--- src/rtl/pong_pkg.sv ---
// Shared Pong datapath definitions: screen geometry, frame-tick row and ball FSM states.
package pong_pkg;
   localparam int X_MAX    = 639;
   localparam int Y_MAX    = 479;
   localparam int TICK_ROW = 481;

   typedef enum logic [1:0] {
      IDLE,
      SERVE_WAIT,
      PLAY,
      OVER
   } ball_state_t;
endpackage

--- src/rtl/ball_engine_if.sv ---
// Ball engine bus: pixel scan position, serve button and paddle boxes in; ball position, pixel hit, scores out.
interface ball_engine_if;
   logic [9:0] x;
   logic [9:0] y;
   logic       serve;
   logic [9:0] pad1_t, pad1_b, pad1_l, pad1_r;
   logic [9:0] pad2_t, pad2_b, pad2_l, pad2_r;
   logic [9:0] ball_x;
   logic [9:0] ball_y;
   logic       ball_on;
   logic [3:0] score1;
   logic [3:0] score2;
   logic       point1;
   logic       point2;
   logic       game_over;

   modport master (
      output x, y, serve, pad1_t, pad1_b, pad1_l, pad1_r, pad2_t, pad2_b, pad2_l, pad2_r,
      input  ball_x, ball_y, ball_on, score1, score2, point1, point2, game_over
   );
   modport slave (
      input  x, y, serve, pad1_t, pad1_b, pad1_l, pad1_r, pad2_t, pad2_b, pad2_l, pad2_r,
      output ball_x, ball_y, ball_on, score1, score2, point1, point2, game_over
   );
endinterface

--- src/rtl/ball_collide.sv ---
// Combinational collision flags for the current ball position; no state, no latency.
// miss1 = ball got past paddle 1 on the right (player 2 scores), miss2 = past paddle 2 on the left.
module ball_collide
   import pong_pkg::*;
#(
   parameter int BALL_SIZE     = 8,
   parameter int BALL_VELOCITY = 2
) (
   input  logic [9:0] i_ball_x,
   input  logic [9:0] i_ball_y,
   input  logic       i_dx,
   input  logic [3:0] i_vx,
   input  logic [9:0] i_pad1_t, i_pad1_b, i_pad1_l, i_pad1_r,
   input  logic [9:0] i_pad2_t, i_pad2_b, i_pad2_l, i_pad2_r,
   output logic       o_hit1,
   output logic       o_hit2,
   output logic       o_miss1,
   output logic       o_miss2,
   output logic       o_wall_top,
   output logic       o_wall_bot
);
   logic [10:0] w_left, w_right, w_top, w_bot, w_vx;
   logic        w_vert1, w_vert2;

   // Subtractions are moved to the other side of each compare so nothing can wrap.
   assign w_left  = {1'b0, i_ball_x};
   assign w_top   = {1'b0, i_ball_y};
   assign w_right = w_left + 11'(BALL_SIZE - 1);
   assign w_bot   = w_top + 11'(BALL_SIZE - 1);
   assign w_vx    = {7'd0, i_vx};

   assign w_vert1 = (w_bot >= {1'b0, i_pad1_t}) && (w_top <= {1'b0, i_pad1_b});
   assign w_vert2 = (w_bot >= {1'b0, i_pad2_t}) && (w_top <= {1'b0, i_pad2_b});

   assign o_hit1 = i_dx && (w_right + w_vx >= {1'b0, i_pad1_l})
                        && (w_right <= {1'b0, i_pad1_r}) && w_vert1;
   assign o_hit2 = !i_dx && (w_left >= {1'b0, i_pad2_l})
                         && (w_left <= {1'b0, i_pad2_r} + w_vx) && w_vert2;

   assign o_miss1 = i_dx && !o_hit1 && (w_right + w_vx >= 11'(X_MAX));
   assign o_miss2 = !i_dx && !o_hit2 && (w_left <= w_vx);

   assign o_wall_top = (w_top <= 11'(BALL_VELOCITY));
   assign o_wall_bot = (w_bot + 11'(BALL_VELOCITY) >= 11'(Y_MAX));
endmodule

--- src/rtl/ball_engine.sv ---
// Pong ball engine: per-frame motion, bounces, scoring and IDLE/SERVE_WAIT/PLAY/OVER sequencing.
// Build option BALL_SPEEDUP_EN: each paddle hit adds 1 to horizontal speed, capped at MAX_VELOCITY.
module ball_engine
   import pong_pkg::*;
#(
`ifdef BALL_SPEEDUP_EN
   parameter int MAX_VELOCITY  = 5,
`endif
   parameter int BALL_SIZE     = 8,
   parameter int BALL_VELOCITY = 2,
   parameter int SERVE_DELAY   = 60,
   parameter int WIN_SCORE     = 9
) (
   input logic          clk,
   input logic          reset,
   ball_engine_if.slave bus
);
   localparam logic [9:0] CENTER_X = 10'((X_MAX + 1 - BALL_SIZE) / 2);
   localparam logic [9:0] CENTER_Y = 10'((Y_MAX + 1 - BALL_SIZE) / 2);
   localparam int         CNT_W    = (SERVE_DELAY > 1) ? $clog2(SERVE_DELAY) : 1;

   ball_state_t      r_state;
   logic [9:0]       r_ball_x, r_ball_y;
   logic             r_dx, r_dy;
   logic [CNT_W-1:0] r_cnt;
   logic [3:0]       r_score1, r_score2;
   logic             r_point1, r_point2, r_game_over;

   logic       w_tick, w_hit1, w_hit2, w_miss1, w_miss2, w_wall_top, w_wall_bot;
   logic       w_dx_nxt, w_dy_nxt;
   logic [3:0] w_vx, w_vx_nxt;
   logic [9:0] w_step_x, w_x_nxt, w_y_nxt;
   logic [10:0] w_on_xr, w_on_yb;

`ifdef BALL_SPEEDUP_EN
   logic [3:0] r_vx;
   assign w_vx     = r_vx;
   assign w_vx_nxt = ((w_hit1 || w_hit2) && (r_vx < 4'(MAX_VELOCITY))) ? r_vx + 4'd1 : r_vx;

   always_ff @(posedge clk or negedge reset) begin
      if (!reset)
         r_vx <= 4'(BALL_VELOCITY);
      else if (r_state == PLAY && w_tick)
         r_vx <= (w_miss1 || w_miss2) ? 4'(BALL_VELOCITY) : w_vx_nxt;
   end
`else
   assign w_vx     = 4'(BALL_VELOCITY);
   assign w_vx_nxt = w_vx;
`endif

   ball_collide #(
      .BALL_SIZE     (BALL_SIZE),
      .BALL_VELOCITY (BALL_VELOCITY)
   ) u_collide (
      .i_ball_x   (r_ball_x),
      .i_ball_y   (r_ball_y),
      .i_dx       (r_dx),
      .i_vx       (w_vx),
      .i_pad1_t   (bus.pad1_t),
      .i_pad1_b   (bus.pad1_b),
      .i_pad1_l   (bus.pad1_l),
      .i_pad1_r   (bus.pad1_r),
      .i_pad2_t   (bus.pad2_t),
      .i_pad2_b   (bus.pad2_b),
      .i_pad2_l   (bus.pad2_l),
      .i_pad2_r   (bus.pad2_r),
      .o_hit1     (w_hit1),
      .o_hit2     (w_hit2),
      .o_miss1    (w_miss1),
      .o_miss2    (w_miss2),
      .o_wall_top (w_wall_top),
      .o_wall_bot (w_wall_bot)
   );

   assign w_tick   = (bus.y == 10'(TICK_ROW)) && (bus.x == 10'd0);
   assign w_dx_nxt = w_hit1 ? 1'b0 : (w_hit2 ? 1'b1 : r_dx);
   assign w_dy_nxt = w_wall_top ? 1'b1 : (w_wall_bot ? 1'b0 : r_dy);
   assign w_step_x = {6'd0, w_vx_nxt};
   assign w_x_nxt  = w_dx_nxt ? r_ball_x + w_step_x : r_ball_x - w_step_x;
   assign w_y_nxt  = w_dy_nxt ? r_ball_y + 10'(BALL_VELOCITY) : r_ball_y - 10'(BALL_VELOCITY);

   always_ff @(posedge clk or negedge reset) begin
      if (!reset) begin
         r_state     <= IDLE;
         r_ball_x    <= CENTER_X;
         r_ball_y    <= CENTER_Y;
         r_dx        <= 1'b1;
         r_dy        <= 1'b1;
         r_cnt       <= '0;
         r_score1    <= 4'd0;
         r_score2    <= 4'd0;
         r_point1    <= 1'b0;
         r_point2    <= 1'b0;
         r_game_over <= 1'b0;
      end else begin
         r_point1 <= 1'b0;
         r_point2 <= 1'b0;
         case (r_state)
            IDLE: begin
               if (bus.serve) begin
                  r_state <= SERVE_WAIT;
                  r_cnt   <= '0;
               end
            end
            SERVE_WAIT: begin
               if (w_tick) begin
                  if (r_cnt == CNT_W'(SERVE_DELAY - 1)) begin
                     r_state <= PLAY;
                     r_cnt   <= '0;
                  end else begin
                     r_cnt <= r_cnt + 1'b1;
                  end
               end
            end
            PLAY: begin
               if (w_tick && (w_miss1 || w_miss2)) begin
                  // Ball recentres and heads toward the player who conceded; dy is kept.
                  r_ball_x <= CENTER_X;
                  r_ball_y <= CENTER_Y;
                  r_cnt    <= '0;
                  if (w_miss1) begin
                     r_dx     <= 1'b1;
                     r_score2 <= r_score2 + 4'd1;
                     r_point2 <= 1'b1;
                  end else begin
                     r_dx     <= 1'b0;
                     r_score1 <= r_score1 + 4'd1;
                     r_point1 <= 1'b1;
                  end
                  if ((w_miss1 && r_score2 == 4'(WIN_SCORE - 1)) ||
                      (w_miss2 && r_score1 == 4'(WIN_SCORE - 1))) begin
                     r_state     <= OVER;
                     r_game_over <= 1'b1;
                  end else begin
                     r_state <= SERVE_WAIT;
                  end
               end else if (w_tick) begin
                  r_ball_x <= w_x_nxt;
                  r_ball_y <= w_y_nxt;
                  r_dx     <= w_dx_nxt;
                  r_dy     <= w_dy_nxt;
               end
            end
            OVER: begin
               if (bus.serve) begin
                  r_state     <= SERVE_WAIT;
                  r_cnt       <= '0;
                  r_score1    <= 4'd0;
                  r_score2    <= 4'd0;
                  r_game_over <= 1'b0;
               end
            end
            default: r_state <= IDLE;
         endcase
      end
   end

   assign w_on_xr     = {1'b0, r_ball_x} + 11'(BALL_SIZE - 1);
   assign w_on_yb     = {1'b0, r_ball_y} + 11'(BALL_SIZE - 1);
   assign bus.ball_on = (bus.x >= r_ball_x) && ({1'b0, bus.x} <= w_on_xr) &&
                        (bus.y >= r_ball_y) && ({1'b0, bus.y} <= w_on_yb);

   assign bus.ball_x    = r_ball_x;
   assign bus.ball_y    = r_ball_y;
   assign bus.score1    = r_score1;
   assign bus.score2    = r_score2;
   assign bus.point1    = r_point1;
   assign bus.point2    = r_point2;
   assign bus.game_over = r_game_over;
endmodule

--- src/flat_wrapper.sv ---
// flat-port wrapper written by rule: the top's interface ports become plain ports
module ball_engine_flat import pong_pkg::*;
#(

   parameter int BALL_SIZE     = 8,
   parameter int BALL_VELOCITY = 2,
   parameter int SERVE_DELAY   = 60,
   parameter int WIN_SCORE     = 9
)
  (clk, reset, bus_x, bus_y, bus_serve, bus_pad1_t, bus_pad1_b, bus_pad1_l, bus_pad1_r, bus_pad2_t, bus_pad2_b, bus_pad2_l, bus_pad2_r, bus_ball_x, bus_ball_y, bus_ball_on, bus_score1, bus_score2, bus_point1, bus_point2, bus_game_over);
  ball_engine_if bus_i ();
  input logic clk;
  input logic reset;
  input wire logic [$bits(bus_i.x)-1:0] bus_x;
  input wire logic [$bits(bus_i.y)-1:0] bus_y;
  input wire logic [$bits(bus_i.serve)-1:0] bus_serve;
  input wire logic [$bits(bus_i.pad1_t)-1:0] bus_pad1_t;
  input wire logic [$bits(bus_i.pad1_b)-1:0] bus_pad1_b;
  input wire logic [$bits(bus_i.pad1_l)-1:0] bus_pad1_l;
  input wire logic [$bits(bus_i.pad1_r)-1:0] bus_pad1_r;
  input wire logic [$bits(bus_i.pad2_t)-1:0] bus_pad2_t;
  input wire logic [$bits(bus_i.pad2_b)-1:0] bus_pad2_b;
  input wire logic [$bits(bus_i.pad2_l)-1:0] bus_pad2_l;
  input wire logic [$bits(bus_i.pad2_r)-1:0] bus_pad2_r;
  output wire logic [$bits(bus_i.ball_x)-1:0] bus_ball_x;
  output wire logic [$bits(bus_i.ball_y)-1:0] bus_ball_y;
  output wire logic [$bits(bus_i.ball_on)-1:0] bus_ball_on;
  output wire logic [$bits(bus_i.score1)-1:0] bus_score1;
  output wire logic [$bits(bus_i.score2)-1:0] bus_score2;
  output wire logic [$bits(bus_i.point1)-1:0] bus_point1;
  output wire logic [$bits(bus_i.point2)-1:0] bus_point2;
  output wire logic [$bits(bus_i.game_over)-1:0] bus_game_over;
  assign bus_i.x = bus_x;
  assign bus_i.y = bus_y;
  assign bus_i.serve = bus_serve;
  assign bus_i.pad1_t = bus_pad1_t;
  assign bus_i.pad1_b = bus_pad1_b;
  assign bus_i.pad1_l = bus_pad1_l;
  assign bus_i.pad1_r = bus_pad1_r;
  assign bus_i.pad2_t = bus_pad2_t;
  assign bus_i.pad2_b = bus_pad2_b;
  assign bus_i.pad2_l = bus_pad2_l;
  assign bus_i.pad2_r = bus_pad2_r;
  assign bus_ball_x = bus_i.ball_x;
  assign bus_ball_y = bus_i.ball_y;
  assign bus_ball_on = bus_i.ball_on;
  assign bus_score1 = bus_i.score1;
  assign bus_score2 = bus_i.score2;
  assign bus_point1 = bus_i.point1;
  assign bus_point2 = bus_i.point2;
  assign bus_game_over = bus_i.game_over;
  ball_engine #(.BALL_SIZE(BALL_SIZE), .BALL_VELOCITY(BALL_VELOCITY), .SERVE_DELAY(SERVE_DELAY), .WIN_SCORE(WIN_SCORE)) u_core (.clk(clk), .reset(reset), .bus(bus_i));
endmodule
--- config.mk ---
export PLATFORM = sky130hd
export DESIGN_NAME = ball_engine_flat
export DESIGN_NICKNAME = d
export VERILOG_FILES = /design/src/rtl/pong_pkg.sv /design/src/rtl/ball_engine_if.sv /design/src/rtl/ball_collide.sv /design/src/rtl/ball_engine.sv /design/src/flat_wrapper.sv
export SDC_FILE = /design/constraint.sdc
export NUM_CORES = 1
export LEC_CHECK = 0
export ABC_AREA = 1
export BUFFER_PORTS_ARGS = -buffer_cell sky130_fd_sc_hd__buf_2
export CAP_MARGIN = 20
export CORE_MARGIN = 1
export CORE_UTILIZATION = 32
export DETAILED_ROUTE_END_ITERATION = 10
export PLACE_DENSITY = 0.52
export SLEW_MARGIN = 25
export SYNTH_ARGS = -nofsm -noshare
export SYNTH_HDL_FRONTEND = slang
export SYNTH_SLANG_ARGS = --single-unit
--- constraint.sdc ---
create_clock -name clk -period 3.8 [get_ports clk]
set_input_delay 0.19 -clock clk [delete_from_list [all_inputs] [get_ports clk]]
set_output_delay 0.19 -clock clk [all_outputs]
set_load 0.05 [all_outputs]
==> impl_results.rst, run 1 <==
.. list-table::
   :header-rows: 1

   * - Metric
     - Value
   * - Die height
     - 144.5 um
   * - CTS tree
     - yes
   * - Total congestion overflow
     - 0
   * - Register bit count reported by yosys
     - 39
   * - Placeable core region
     - 19720 um^2
   * - Critical path data arrival time
     - 3.68 ns
   * - Max stage delay on crit path
     - 0.52 ns
   * - Setup Skew
     - 0.004461 ns
   * - Number of max-slew violations in the final report
     - 0
   * - Number of placed I/O pins
     - 135
   * - Most frequent cells in the layout
     - 207 x sky130_fd_sc_hd__nand2_1, 165 x sky130_fd_sc_hd__inv_1, 129 x sky130_fd_sc_hd__buf_2
   * - Leakage power
     - 4.280 nW
   * - Die width
     - 144.5 um
   * - Most frequent CP cell
     - sky130_fd_sc_hd__nand2_1
   * - Final setup vio count
     - 0
   * - Clock sink total
     - 39
   * - Number of enable-type register cells in the synthesized netlist
     - 0
   * - Crit path max fanout
     - 13
   * - Required time of the critical path
     - between 3 and 4 ns
   * - Post-place setup slack
     - 0.2729 ns
   * - Number of antenna cells inserted
     - 0
   * - Global-route total usage across every layer
     - a little under a fifth
   * - Number of warnings printed during yosys synthesis
     - 0
   * - Number of instances in the synthesized netlist
     - around 960
   * - Port bufs
     - 129
   * - Commonest non-fill, non-tap cell in the layout
     - sky130_fd_sc_hd__nand2_1
   * - Number of vias after detailed routing
     - between 6000 and 7000
   * - Total design power
     - between 1.5 and 2 mW
   * - Startpoint Class
     - flop
   * - Mean area per synthesized cell
     - 6.758 um^2
   * - Length of the first detailed-routing pass in iterations
     - 5
   * - Number of library cell types mapped by synthesis
     - 56
   * - Number of global-route vias before repair
     - 6157
   * - Worst-path clk slew
     - roughly 0.060 ns
   * - Actual transition at the worst max-transition pin
     - 0.8706 ns
   * - Tightest Hold Check Type
     - input port to async pin
   * - Clock root buffer master
     - sky130_fd_sc_hd__clkbuf_16
   * - Area enclosed by the die boundary
     - 20890 um^2
   * - Minimum setup slack in the final design
     - between 0.2 and 0.3 ns
   * - Share of synthesized area occupied by flip-flops and latches
     - 15.24%
   * - FF-to-FF path depth
     - 26
   * - Status
     - finished clean
   * - IR drop worst, VDD
     - ~0.2 mV
   * - Initial antenna violation count
     - 0
   * - Fin nets
     - 1343
   * - Drt drc
     - 0
   * - Number of DRC markers in iteration 0
     - 288
   * - Fraction of layout cells with a size suffix above 1
     - 21.29%
   * - Number of standard cells in the layout, taps in and fillers out
     - 1378
   * - Area growth from synthesis to final layout
     - 18.65%
   * - Global-route wire length before repair
     - 30220 um
   * - Synth Cell Area
     - 6501 um^2
   * - Detail Route Antenna Nets
     - 0
   * - Leading post-synthesis cells by cell area
     - sky130_fd_sc_hd__ha_1 25%, sky130_fd_sc_hd__nand2_1 12%, sky130_fd_sc_hd__dfrtp_1 10%, sky130_fd_sc_hd__inv_1 9.5%, sky130_fd_sc_hd__dfstp_2 4.8%
   * - Tmin final
     - 3.514 ns
   * - Synth Flop Type
     - sky130_fd_sc_hd__dfrtp_1
   * - Endpoints failing hold
     - 0
   * - Count of H-tree levels built during CTS
     - 2
   * - Number of buffers created by CTS
     - 5
   * - Cell type contributing the most total cell area after synthesis
     - sky130_fd_sc_hd__ha_1
   * - Placed insts
     - about 1400
   * - Async set-or-reset flop fraction in the synthesized netlist
     - 100.0%
   * - Worst slew margin relative to its limit
     - a little over two fifths
   * - WL per Instance
     - between 10 and 15 um
   * - RSZ-0062 raised after global routing
     - true
   * - Sort of element at the end of the critical path
     - flop
   * - Cell Rows
     - just over 50
   * - Post-detailed-placement half-perimeter wirelength
     - 15480 um
   * - Post-route fraction of the period consumed by the critical path
     - between 90% and 100%
   * - Crit Path Category
     - flop to flop
   * - Initial core utilization
     - 32.97%
   * - Pin count of the biggest net entering global routing
     - 40
   * - Crit path max-delay cell type
     - sky130_fd_sc_hd__dfstp_2
   * - Final weighted congestion of routability-driven global placement
     - between 0.8 and 0.9
   * - Total wire length after detailed routing
     - 18400 um
   * - Clock insertion delay at the later pin of the skew report
     - around 0.28 ns
   * - Power density relative to cell area
     - 234.1 nW/um^2
   * - Fmax
     - between 200 and 300 MHz
   * - Max-capacitance violation count
     - 0
   * - Vias per Instance
     - 4.653
   * - Top-area cell type share of the netlist area
     - approximately a quarter
   * - Buffer levels on the longest clock path
     - 2
-- sequential cells by signal, summed over array words and instances, names as in the netlist --
register              count
u_core.bus.point1         1
u_core.bus.point2         1
u_core.bus.ball_x         9
u_core.bus.score2         4
u_core.bus.ball_y         9
u_core.bus.game_over      1
u_core.r_dx               1
u_core.r_cnt              6
u_core.bus.score1         4
u_core.r_state            2
u_core.r_dy               1
-- path summary, 6_finish.rpt --
check | from | end | slack (ns)
min in group clk | bus_x[0] | u_core.bus.ball_y[3] | 0.39
setup / recovery | u_core.bus.ball_x[2] | u_core.bus.score1[2] | 0.29
hold reg to reg | u_core.bus.game_over | u_core.bus.game_over | 0.47
hold / removal | reset | u_core.bus.game_over | 0.03
setup reg to reg | u_core.bus.ball_x[2] | u_core.bus.score1[2] | 0.29
max in group asynchronous | reset | u_core.bus.ball_x[1] | 3.16
-- power breakdown --
part / internal [mW] / total [mW] / leakage [nW] / switching [mW]
clock: 0.242 / 0.399 / 0.0679 / 0.157
sequential: 0.477 / 0.553 / 0.450 / 0.0756
combinational: 0.293 / 0.854 / 3.76 / 0.561
total: 1.01 / 1.81 / 4.28 / 0.793
-- worst max-delay path, delay by kind of cell (launching register included) --
family                   cells  cell delay, ns
flip-flops                   1            0.52
AND/OR/NAND/NOR             18            1.72
adder cells (fa/ha/maj)      3            0.78
buffers and inverters        4            0.26
AO/OA/AOI/OAI                1            0.12
-- cell usage after synthesis, types with 4 or more instances --
master                     instances
sky130_fd_sc_hd__nor2_2            5
sky130_fd_sc_hd__o21a_1            4
sky130_fd_sc_hd__nand3_1          62
sky130_fd_sc_hd__o21ai_0          30
sky130_fd_sc_hd__nand2_1         207
sky130_fd_sc_hd__o21bai_1          6
sky130_fd_sc_hd__o211ai_1          4
sky130_fd_sc_hd__inv_1           165
sky130_fd_sc_hd__a21oi_1          54
sky130_fd_sc_hd__dfrtp_1          27
sky130_fd_sc_hd__nor4_1            6
sky130_fd_sc_hd__inv_2            12
sky130_fd_sc_hd__nand3b_1          5
sky130_fd_sc_hd__o21ai_2           4
sky130_fd_sc_hd__nand2_2          16
sky130_fd_sc_hd__dfstp_2          12
sky130_fd_sc_hd__xor2_1           20
sky130_fd_sc_hd__o21ai_1          11
sky130_fd_sc_hd__nand2_4           7
sky130_fd_sc_hd__ha_1            128
sky130_fd_sc_hd__nand4_1          38
sky130_fd_sc_hd__nor3_1           11
sky130_fd_sc_hd__nor2_1           73
-- repair_timing --
action / in CTS / in global routing
hold buffers: 0 / 0
setup buffers: 0 / 2
endpoints found under the setup margin: 0 / 15
gates resized for setup: 0 / 1
-- cells by family (layout without fill, tap and decap cells) --
| family | after synthesis | count (layout) | synth area share, % |
|---|---|---|---|
| other | 1 | 2 | 0.05768 |
| XOR/XNOR | 25 | 25 | 3.599 |
| adder cells (fa/ha/maj) | 128 | 128 | 24.63 |
| AO/OA/AOI/OAI | 126 | 126 | 11.12 |
| buffers and inverters | 192 | 342 | 11.89 |
| AND/OR/NAND/NOR | 451 | 451 | 33.45 |
| flip-flops | 39 | 39 | 15.24 |
-- metal layers --
metal	vias to the layer above	wire length, um	global-route usage, %
li1	3474	-	-
met1	2804	9568	25.98
met2	128	8083	31.17
met3	6	648	1.225
met4	0	95	2.161
met5	-	0	0
-- area by class of cell --
| type | instances | area [um^2] |
|---|---|---|
| fillers | 2153 | 12000 |
| multi-input cells | 732 | 4745 |
| flip-flops and latches | 39 | 992.2 |
| repair buffers | 152 | 818.3 |
| inverters | 182 | 689.4 |
| well taps | 265 | 331.6 |
| clock buffers | 7 | 132.6 |
| clock inverters | 1 | 5.005 |
-- per-stage QoR --
| stage | TNS (ns) | utilization (%) | area, um^2 | hold slack (ns) |
|---|---|---|---|---|
| after floorplan | 0 | - | 6506 | -0.1056 |
| after global placement | 0 | 38.33 | 7557 | 0.3719 |
| after detailed placement | 0 | 38.33 | 7557 | 0.3701 |
| after CTS | 0 | 39.03 | 7695 | 0.06916 |
| after global routing | -0.2313 | 39.12 | 7714 | 0.1126 |
| final | 0 | 39.12 | 7714 | 0.03206 |
(Power assumes the default switching activity.)
==> run 2, diff against run 1 <==
--- a/config.mk
+++ b/config.mk
@@ -9,9 +9,9 @@
 export BUFFER_PORTS_ARGS = -buffer_cell sky130_fd_sc_hd__buf_2
 export CAP_MARGIN = 20
 export CORE_MARGIN = 1
-export CORE_UTILIZATION = 32
+export CORE_UTILIZATION = 42
 export DETAILED_ROUTE_END_ITERATION = 10
-export PLACE_DENSITY = 0.52
+export PLACE_DENSITY = 0.65
 export SLEW_MARGIN = 25
 export SYNTH_ARGS = -nofsm -noshare
 export SYNTH_HDL_FRONTEND = slang
==> run 2 against run 1 <==
Compared with the run above:
- combinational power rose by 3.9%
- cell area fell by 1.1%
- sequential share of layout area rose by 0.15 points
- fmax rose by 1.8%
- hold slack improved by 0.0029 ns
- first-iteration DRC count rose by 47%
- via count rose by 3.2%
- global-route usage rose by 3.8 points
- die area fell by 24%
- count of clock-buffer cells in the layout fell by 2
- critical path depth fell by 10
- final cell count fell by 6.0%
==> impl_results.rst, run 2 (synthesis gave the netlist of run 1 again) <==
.. list-table::
   :header-rows: 1

   * - Metric
     - Value
   * - Status
     - finished clean (unchanged)
   * - Number of buffers created by CTS
     - 5 (unchanged)
   * - WL per Instance
     - 13.61 um (was 13.35 um)
   * - Fraction of layout cells with a size suffix above 1
     - 21.39% (was 21.29%)
   * - Global-route total usage across every layer
     - 22.20% (was 18.36%)
   * - Endpoints failing hold
     - 0 (unchanged)
   * - Number of placed I/O pins
     - 135 (unchanged)
   * - Number of vias after detailed routing
     - 6619 (was 6412)
   * - Initial antenna violation count
     - 0 (unchanged)
   * - Global-route wire length before repair
     - 29010 um (was 30220 um)
   * - Final setup vio count
     - 0 (unchanged)
   * - Fin nets
     - 1338 (was 1343)
   * - Critical Path, Cell by Cell
     - inv_1, ha_1, nor2_4, nand2_1, nand2_1, ha_1, nand2_1, inv_1, nand3_1, a21oi_1, a2111oi_0, o21ai_0, a21oi_1, nor3b_1, nor2_1, buf_2
   * - Sequential cell area in the final layout
     - 992.2 um^2 (unchanged)
   * - Count of H-tree levels built during CTS
     - 2 (unchanged)
   * - Critical path's top delay family
     - simple AND/OR/NAND/NOR gates (unchanged)
   * - Crit path max fanout
     - 4 (was 13)
   * - FF-to-FF path depth
     - 25 (was 26)
   * - Startpoint Class
     - flop (unchanged)
   * - Count of fill cells added during filler insertion
     - 1504 (was 2153)
   * - Worst-path clk slew
     - 0.07 ns (was 0.06 ns)
   * - Required time of the critical path
     - 3.61 ns (was 3.97 ns)
   * - Area growth from synthesis to final layout
     - 17.30% (was 18.65%)
   * - Power density relative to cell area
     - 244.5 nW/um^2 (was 234.1 nW/um^2)
   * - Final weighted congestion of routability-driven global placement
     - 0.9317 (was 0.8543)
   * - Critical path data arrival time
     - 3.26 ns (was 3.68 ns)
   * - Sort of element at the end of the critical path
     - output port (was flop)
   * - Tightest Hold Check Type
     - input port to async pin (unchanged)
   * - Die width
     - 126.4 um (was 144.5 um)
   * - Number of global-route vias before repair
     - 6008 (was 6157)
   * - Logic depth of the worst setup path including buffers
     - 16 (was 26)
   * - Drt drc
     - 0 (unchanged)
   * - Actual transition at the worst max-transition pin
     - 0.9016 ns (was 0.8706 ns)
   * - Total wire length after detailed routing
     - 17640 um (was 18400 um)
   * - CTS tree
     - yes (unchanged)
   * - Port bufs
     - 129 (unchanged)
   * - Number of antenna cells inserted
     - 0 (unchanged)
   * - Length of the first detailed-routing pass in iterations
     - 5 (unchanged)
   * - Commonest non-fill, non-tap cell in the layout
     - sky130_fd_sc_hd__nand2_1 (unchanged)
   * - Initial core utilization
     - 42.92% (was 32.97%)
   * - Total Neg Setup Slack
     - 0 ns (unchanged)
   * - Clock sink total
     - 39 (unchanged)
   * - Vias per Instance
     - 5.107 (was 4.653)
   * - RR Startpoint
     - u_core.bus.ball_x[2] (unchanged)
   * - Most frequent cells in the layout
     - 207 x sky130_fd_sc_hd__nand2_1, 164 x sky130_fd_sc_hd__inv_1, 129 x sky130_fd_sc_hd__buf_2 (was 207 x sky130_fd_sc_hd__nand2_1, 165 x sky130_fd_sc_hd__inv_1, 129 x sky130_fd_sc_hd__buf_2)
   * - Tmin final
     - 3.453 ns (was 3.514 ns)
   * - Cell Rows
     - 45 (was 51)
   * - Number of DRC markers in iteration 0
     - 422 (was 288)
   * - Critical path launch point
     - u_core.bus.ball_y[2] (was u_core.bus.ball_x[2])
   * - Leakage power
     - 4.256 nW (was 4.280 nW)
   * - Total congestion overflow
     - 0 (unchanged)
   * - Sum of buffers and inverters on the critical path
     - 3 (was 4)
   * - Area used by multi-input combinational logic
     - 4787 um^2 (was 4745 um^2)
   * - Worst R2R End
     - u_core.bus.score1[1] (was u_core.bus.score1[2])
   * - Worst slew margin relative to its limit
     - 39.89% (was 41.96%)
   * - Flop2flop setup slack
     - 0.38 ns (was 0.29 ns)
   * - Post-route fraction of the period consumed by the critical path
     - 90.87% (was 92.47%)
   * - Setup Skew
     - 0.005674 ns (was 0.004461 ns)
   * - Buffer levels on the longest clock path
     - 2 (unchanged)
   * - Post-detailed-placement half-perimeter wirelength
     - 14700 um (was 15480 um)
   * - Crit Path Category
     - flop to output port (was flop to flop)
   * - Area enclosed by the die boundary
     - 15980 um^2 (was 20890 um^2)
   * - Fmax
     - 289.6 MHz (was 284.6 MHz)
   * - Clock insertion delay at the later pin of the skew report
     - 0.28 ns (about the same)
   * - Number of max-slew violations in the final report
     - 0 (unchanged)
   * - Max stage delay on crit path
     - 0.53 ns (was 0.52 ns)
   * - Placeable core region
     - 15150 um^2 (was 19720 um^2)
   * - RSZ-0062 raised after global routing
     - false (was true)
   * - Pin count of the biggest net entering global routing
     - 40 (unchanged)
   * - Die height
     - 126.4 um (was 144.5 um)
   * - Most frequent CP cell
     - sky130_fd_sc_hd__nand2_1 (unchanged)
   * - Crit path max-delay cell type
     - sky130_fd_sc_hd__dfstp_2 (unchanged)
   * - Clock root buffer master
     - sky130_fd_sc_hd__clkbuf_16 (unchanged)
   * - Total design power
     - 1.865 mW (was 1.806 mW)
   * - Max-capacitance violation count
     - 0 (unchanged)
   * - IR drop worst, VDD
     - 0.2297 mV (was 0.1999 mV)
   * - Detail Route Antenna Nets
     - 0 (unchanged)
==> run 2: cell count changes in the layout (fill, tap and decap cells not counted), moves of 2 or more <==
cell / change
sky130_fd_sc_hd__buf_4: -6
sky130_fd_sc_hd__clkbuf_1: -2
sky130_fd_sc_hd__clkinvlp_4: +2
sky130_fd_sc_hd__nand2_4: +2
sky130_fd_sc_hd__nand3_1: -2
==> run 2: metal layers <==
layer / track usage [%] / share of wire [%]
met1: 31.29 / 48
met2: 35.72 / 43
met3: 1.814 / 5.5
met4: 7.371 / 2.6
met5: 0 / 0
==> run 2: stage by stage <==
stage	utilization [%]	std cells	area, um^2	hold slack [ns]	setup slack, ns
after floorplan	-	963	6506	-0.1056	0.1311
after global placement	49.06	1287	7431	0.3634	0.3176
after detailed placement	49.06	1287	7431	0.3679	0.2539
after CTS	50.05	1295	7580	0.06850	0.2367
after global routing	50.35	1296	7626	0.1236	0.05223
final	50.35	1296	7626	0.03499	0.3471
==> run 2: what timing repair did <==
action                                  4_1_cts  5_1_grt
resized for setup                             0        6
setup buffers                                 0        0
hold buffers                                  0        0
endpoints found under the setup margin        0       20
==> run 2: final cells by class <==
cell class	instances	area share, %
well taps	188	3.085
clock buffers	5	1.641
inverters	182	9.040
multi-input cells	733	62.77
repair buffers	146	10.14
flip-flops and latches	39	13.01
clock inverters	3	0.3117
==> run 2: worst max-delay path by stage <==
stage | end | slack, ns
after CTS | u_core.bus.score1[1] | 0.24
after floorplan | u_core.bus.score1[0] | 0.13
final | bus_ball_on | 0.35
after global placement | u_core.bus.score1[1] | 0.32
after global routing | u_core.bus.score2[0] | 0.05
after detailed placement | u_core.bus.score1[1] | 0.25
==> run 2: where the power goes <==
group	switching (mW)	internal, mW	leakage, nW
Sequential	0.0747	0.477	0.450
Combinational	0.590	0.297	3.74
Clock	0.180	0.246	0.0664
Total	0.845	1.02	4.26
==> run 3, diff against run 2 <==
--- a/config.mk
+++ b/config.mk
@@ -5,7 +5,6 @@
 export SDC_FILE = /design/constraint.sdc
 export NUM_CORES = 1
 export LEC_CHECK = 0
-export ABC_AREA = 1
 export BUFFER_PORTS_ARGS = -buffer_cell sky130_fd_sc_hd__buf_2
 export CAP_MARGIN = 20
 export CORE_MARGIN = 1
==> run 3 against run 2 <==
Compared with the run above:
- critical path type is now flop to flop
- routed wire length grew 9.9%
- largest power group unchanged
- cell area grew 18%
- sequential cell count is the same
- first-iteration DRC count shrank 32%
- sequential power shrank 9.4%
- synthesized cell count shrank 15%
- sequential share of layout area shrank 1.8 points
- the run now ends with setup timing left
- power shrank 13%
==> impl_results.rst, run 3 <==
.. list-table::
   :header-rows: 1

   * - Metric
     - Value
   * - Total non-filler cell area in the finished layout
     - 8990 um^2 (was 7626 um^2)
   * - Most numerous cell in the Yosys netlist
     - sky130_fd_sc_hd__ha_1 (was sky130_fd_sc_hd__nand2_1)
   * - Final weighted congestion of routability-driven global placement
     - 0.8839 (was 0.9317)
   * - Area enclosed by the die boundary
     - 16320 um^2 (was 15980 um^2)
   * - Switching power
     - 0.6163 mW (was 0.8451 mW)
   * - Placeable core region
     - 15310 um^2 (was 15150 um^2)
   * - Top-area cell type share of the netlist area
     - 24.11% (was 24.63%)
   * - Leading post-synthesis cells by cell area
     - sky130_fd_sc_hd__ha_1 24%, sky130_fd_sc_hd__dfrtp_1 10%, sky130_fd_sc_hd__inv_1 6.7%, sky130_fd_sc_hd__dfstp_2 4.7%, sky130_fd_sc_hd__a21oi_1 3.9% (was sky130_fd_sc_hd__ha_1 25%, sky130_fd_sc_hd__nand2_1 12%, sky130_fd_sc_hd__dfrtp_1 10%, sky130_fd_sc_hd__inv_1 9.5%, sky130_fd_sc_hd__dfstp_2 4.8%)
   * - Int Power
     - 1.010 mW (was 1.020 mW)
   * - Number of instances in the synthesized netlist
     - 819 (was 962)
   * - Worst slew margin relative to its limit
     - 53.01% (was 39.89%)
   * - Setup Skew
     - 0.006498 ns (was 0.005674 ns)
   * - Critical Path, Cell by Cell
     - inv_4, ha_4, inv_4, ha_4, and3_4, a31oi_2, a41o_1, nor3_4, xnor2_1, ha_1, inv_1, o21ai_1, o22a_1, a41oi_2, nor3_2, or4_4, or4_4, a21oi_2, o2bb2ai_1 (was inv_1, ha_1, nor2_4, nand2_1, nand2_1, ha_1, nand2_1, inv_1, nand3_1, a21oi_1, a2111oi_0, o21ai_0, a21oi_1, nor3b_1, nor2_1, buf_2)
   * - Total congestion overflow
     - 0 (unchanged)
   * - Global-route total usage across every layer
     - 23.97% (was 22.20%)
   * - Sort of element at the end of the critical path
     - flop (was output port)
   * - Max stage delay on crit path
     - 0.63 ns (was 0.53 ns)
   * - Vias per Instance
     - 5.376 (was 5.107)
   * - Synth Cell Area
     - 6641 um^2 (was 6501 um^2)
   * - Port bufs
     - 129 (unchanged)
   * - Commonest non-fill, non-tap cell in the layout
     - sky130_fd_sc_hd__buf_2 (was sky130_fd_sc_hd__nand2_1)
   * - Detail Route Antenna Nets
     - 0 (unchanged)
   * - Die height
     - 127.8 um (was 126.4 um)
   * - CTS tree
     - yes (unchanged)
   * - Final setup vio count
     - 29 (was 0)
   * - Number of warnings printed during yosys synthesis
     - 0 (unchanged)
   * - Area growth from synthesis to final layout
     - 35.36% (was 17.30%)
   * - Async set-or-reset flop fraction in the synthesized netlist
     - 100.0% (unchanged)
   * - Critical path launch point
     - u_core.bus.ball_x[2] (was u_core.bus.ball_y[2])
   * - Post-route fraction of the period consumed by the critical path
     - 111.0% (was 90.87%)
   * - Failing checks
     - setup timing
   * - Synth Flop Type
     - sky130_fd_sc_hd__dfrtp_1 (unchanged)
   * - Number of max-slew violations in the final report
     - 0 (unchanged)
   * - Total wire length after detailed routing
     - 19380 um (was 17640 um)
   * - Global-route wire length before repair
     - 31530 um (was 29010 um)
   * - Critical path's top delay family
     - simple AND/OR/NAND/NOR gates (unchanged)
   * - IR drop worst, VDD
     - 0.3314 mV (was 0.2297 mV)
   * - Number of global-route vias before repair
     - 6543 (was 6008)
   * - Minimum setup slack in the final design
     - -0.4195 ns (was 0.3471 ns)
   * - WL per Instance
     - 15.30 um (was 13.61 um)
   * - Number of vias after detailed routing
     - 6812 (was 6619)
   * - Most frequent cells in the layout
     - 128 x sky130_fd_sc_hd__buf_2, 123 x sky130_fd_sc_hd__ha_1, 117 x sky130_fd_sc_hd__buf_4 (was 207 x sky130_fd_sc_hd__nand2_1, 164 x sky130_fd_sc_hd__inv_1, 129 x sky130_fd_sc_hd__buf_2)
   * - Crit Path Category
     - flop to flop (was flop to output port)
   * - Switching share of total power
     - 37.90% (was 45.32%)
   * - Number of DRC markers in iteration 0
     - 289 (was 422)
   * - Cell type contributing the most total cell area after synthesis
     - sky130_fd_sc_hd__ha_1 (unchanged)
   * - Clock root buffer master
     - sky130_fd_sc_hd__clkbuf_16 (unchanged)
   * - Register bit count reported by yosys
     - 39 (unchanged)
   * - Number of placed I/O pins
     - 135 (unchanged)
   * - Fraction of layout cells with a size suffix above 1
     - 36.27% (was 21.39%)
   * - Number of enable-type register cells in the synthesized netlist
     - 0 (unchanged)
   * - Tmin final
     - 4.219 ns (was 3.453 ns)
   * - Clock insertion delay at the later pin of the skew report
     - 0.29 ns (was 0.28 ns)
   * - Count of H-tree levels built during CTS
     - 2 (unchanged)
   * - Leakage power
     - 4.491 nW (was 4.256 nW)
   * - Post-detailed-placement half-perimeter wirelength
     - 15590 um (was 14700 um)
   * - Power density relative to cell area
     - 180.9 nW/um^2 (was 244.5 nW/um^2)
   * - Instance count along the most critical hold path
     - 4
   * - Actual transition at the worst max-transition pin
     - 0.7006 ns (was 0.9016 ns)
   * - Proportion of power drawn by combinational gates
     - 43.2% (was 47.6%)
   * - Hold-critical path endpoint
     - u_core.bus.game_over
   * - Logic depth of the worst setup path including buffers
     - 19 (was 16)
   * - Mean area per synthesized cell
     - 8.109 um^2 (was 6.758 um^2)
   * - Number of library cell types mapped by synthesis
     - 93 (was 56)
   * - Initial core utilization
     - 43.37% (was 42.92%)
   * - Crit path max fanout
     - 5 (was 4)
   * - Status
     - finished, violations left (was finished clean)
   * - Endpoints failing hold
     - 0 (unchanged)
   * - Tightest Hold Check Type
     - input port to flop (was input port to async pin)
   * - Clock sink total
     - 39 (unchanged)
   * - Die width
     - 127.8 um (was 126.4 um)
   * - Clock share of power
     - 26.1% (was 22.8%)
   * - Required time of the critical path
     - 4.02 ns (was 3.61 ns)
   * - RR Startpoint
     - u_core.bus.ball_x[2] (unchanged)
   * - Flop2flop setup slack
     - -0.42 ns (was 0.38 ns)
   * - Critical path data arrival time
     - 4.43 ns (was 3.26 ns)
   * - Share of synthesized area occupied by flip-flops and latches
     - 14.92% (was 15.24%)
   * - Seq pwr share
     - 30.8% (was 29.6%)
   * - Drt drc
     - 0 (unchanged)
   * - Final hold slack
     - 0.3343 ns (was 0.03499 ns)
   * - Fin nets
     - 1286 (was 1338)
   * - Number of antenna cells inserted
     - 0 (unchanged)
   * - Area of placed instances
     - 8351 um^2 (was 7431 um^2)
   * - Pin count of the biggest net entering global routing
     - 40 (unchanged)
   * - Startpoint Class
     - flop (unchanged)
   * - Crit path max-delay cell type
     - sky130_fd_sc_hd__dfstp_4 (was sky130_fd_sc_hd__dfstp_2)
   * - RSZ-0062 raised after global routing
     - true (was false)
   * - Cell Rows
     - 45 (unchanged)
   * - HP Start
     - bus_serve
   * - Max-capacitance violation count
     - 0 (unchanged)
   * - Final core area utilization
     - 58.70% (was 50.35%)
   * - Buffer levels on the longest clock path
     - 2 (unchanged)
   * - Worst R2R End
     - u_core.bus.ball_x[6] (was u_core.bus.score1[1])
   * - Count of fill cells added during filler insertion
     - 1402 (was 1504)
   * - Worst-path clk slew
     - 0.06 ns (was 0.07 ns)
   * - Sum of buffers and inverters on the critical path
     - 3 (unchanged)
   * - FF-to-FF path depth
     - 19 (was 25)
   * - Synth top cells by count
     - 128 x sky130_fd_sc_hd__ha_1, 119 x sky130_fd_sc_hd__inv_1, 52 x sky130_fd_sc_hd__a21oi_1, 47 x sky130_fd_sc_hd__nand2_1, 43 x sky130_fd_sc_hd__nor2_1 (was 207 x sky130_fd_sc_hd__nand2_1, 165 x sky130_fd_sc_hd__inv_1, 128 x sky130_fd_sc_hd__ha_1, 73 x sky130_fd_sc_hd__nor2_1, 62 x sky130_fd_sc_hd__nand3_1)
   * - Length of the first detailed-routing pass in iterations
     - 5 (unchanged)
   * - Initial antenna violation count
     - 0 (unchanged)
   * - Fmax
     - 237.0 MHz (was 289.6 MHz)
   * - Number of buffers created by CTS
     - 5 (unchanged)
## run 3: cell types whose count changed in the layout (fill, tap and decap cells not counted), sizes merged, moves of 9 or more
cell   before  now
nor2       81   47
nand4      41   18
and3        1   10
nor3       12   24
xor2       22    9
xnor2       3   21
inv       178  120
nand3      66   34
nand2     232   50
nor2b       0    9
o21a        4   15
a21o        2   17
mux2i       0   17
buf       146  255
## run 3: power by group through the flow
stage / combinational [mW] / clock, mW / sequential, mW
6_report: 0.702 / 0.424 / 0.500
5_1_grt: 0.777 / 0.443 / 0.506
4_1_cts: 0.675 / 0.424 / 0.499
3_5_place_dp: 0.607 / 0 / 0.505
3_3_place_gp: 0.594 / 0 / 0.503
2_1_floorplan: 0.352 / 0 / 0.561
## run 3: cell type report
| class | count | area, um^2 | area share (%) |
|---|---|---|---|
| clock inverter | 3 | 15.01 | 0.1670 |
| timing repair buffer | 256 | 1654 | 18.40 |
| tap | 211 | 264.0 | 2.937 |
| inverter | 121 | 462.9 | 5.150 |
| multi-input combinational | 632 | 5463 | 60.77 |
| sequential | 39 | 1006 | 11.19 |
| clock buffer | 5 | 125.1 | 1.392 |
## run 3: routing by layer
metal | GRT usage (%) | wire length, um
met5 | 0 | 0
met1 | 33.37 | 9241
met2 | 39.93 | 8715
met4 | 5.606 | 376
met3 | 2.212 | 1047
## run 3: what timing repair did
action | CTS | global route
endpoints found under the setup margin | 34 | 37
hold buffers | 0 | 1
pin swaps | 24 | 17
buffers inserted | 7 | 4
cloned | 1 | 0
hold endpoints to repair | 0 | 27
resized for setup | 48 | 44
## run 3: kinds of logic (layout without fill, tap and decap cells)
group	Yosys count	after routing	share of synthesized area, %
XOR/XNOR	31	31	4.522
other	1	2	0.05646
flip-flops	39	39	14.92
adder cells (fa/ha/maj)	128	128	24.11
buffers and inverters	150	385	9.683
multiplexers	20	20	3.071
AO/OA/AOI/OAI	212	212	23.34
AND/OR/NAND/NOR	238	239	20.29
## run 3: metrics by stage
step           setup WS, ns  std cells  power, mW  TNS, ns
6_report            -0.4195       1267      1.626   -6.028
5_1_grt             -0.5372       1267      1.726   -10.69
4_1_cts             -0.4053       1262      1.599   -5.384
3_5_place_dp        -0.5128       1247      1.112   -10.96
3_3_place_gp        -0.4018       1247      1.097   -6.821
2_1_floorplan       -0.7740        820     0.9135   -14.73
## run 3: how the worst max path moves through the flow
stage,endpoint
finish,u_core.bus.ball_x[6]
global route,u_core.bus.ball_x[6]
CTS,u_core.bus.ball_x[6]
detailed placement,u_core.bus.ball_x[6]
global placement,u_core.bus.ball_x[6]
floorplan,u_core.bus.ball_x[4]
## run 3: tightest hold or removal path, stage by stage
cell,delay [ns]
sky130_fd_sc_hd__buf_2,0.13
sky130_fd_sc_hd__inv_1,0.06
sky130_fd_sc_hd__a211o_1,0.10
sky130_fd_sc_hd__a211o_1,0.11
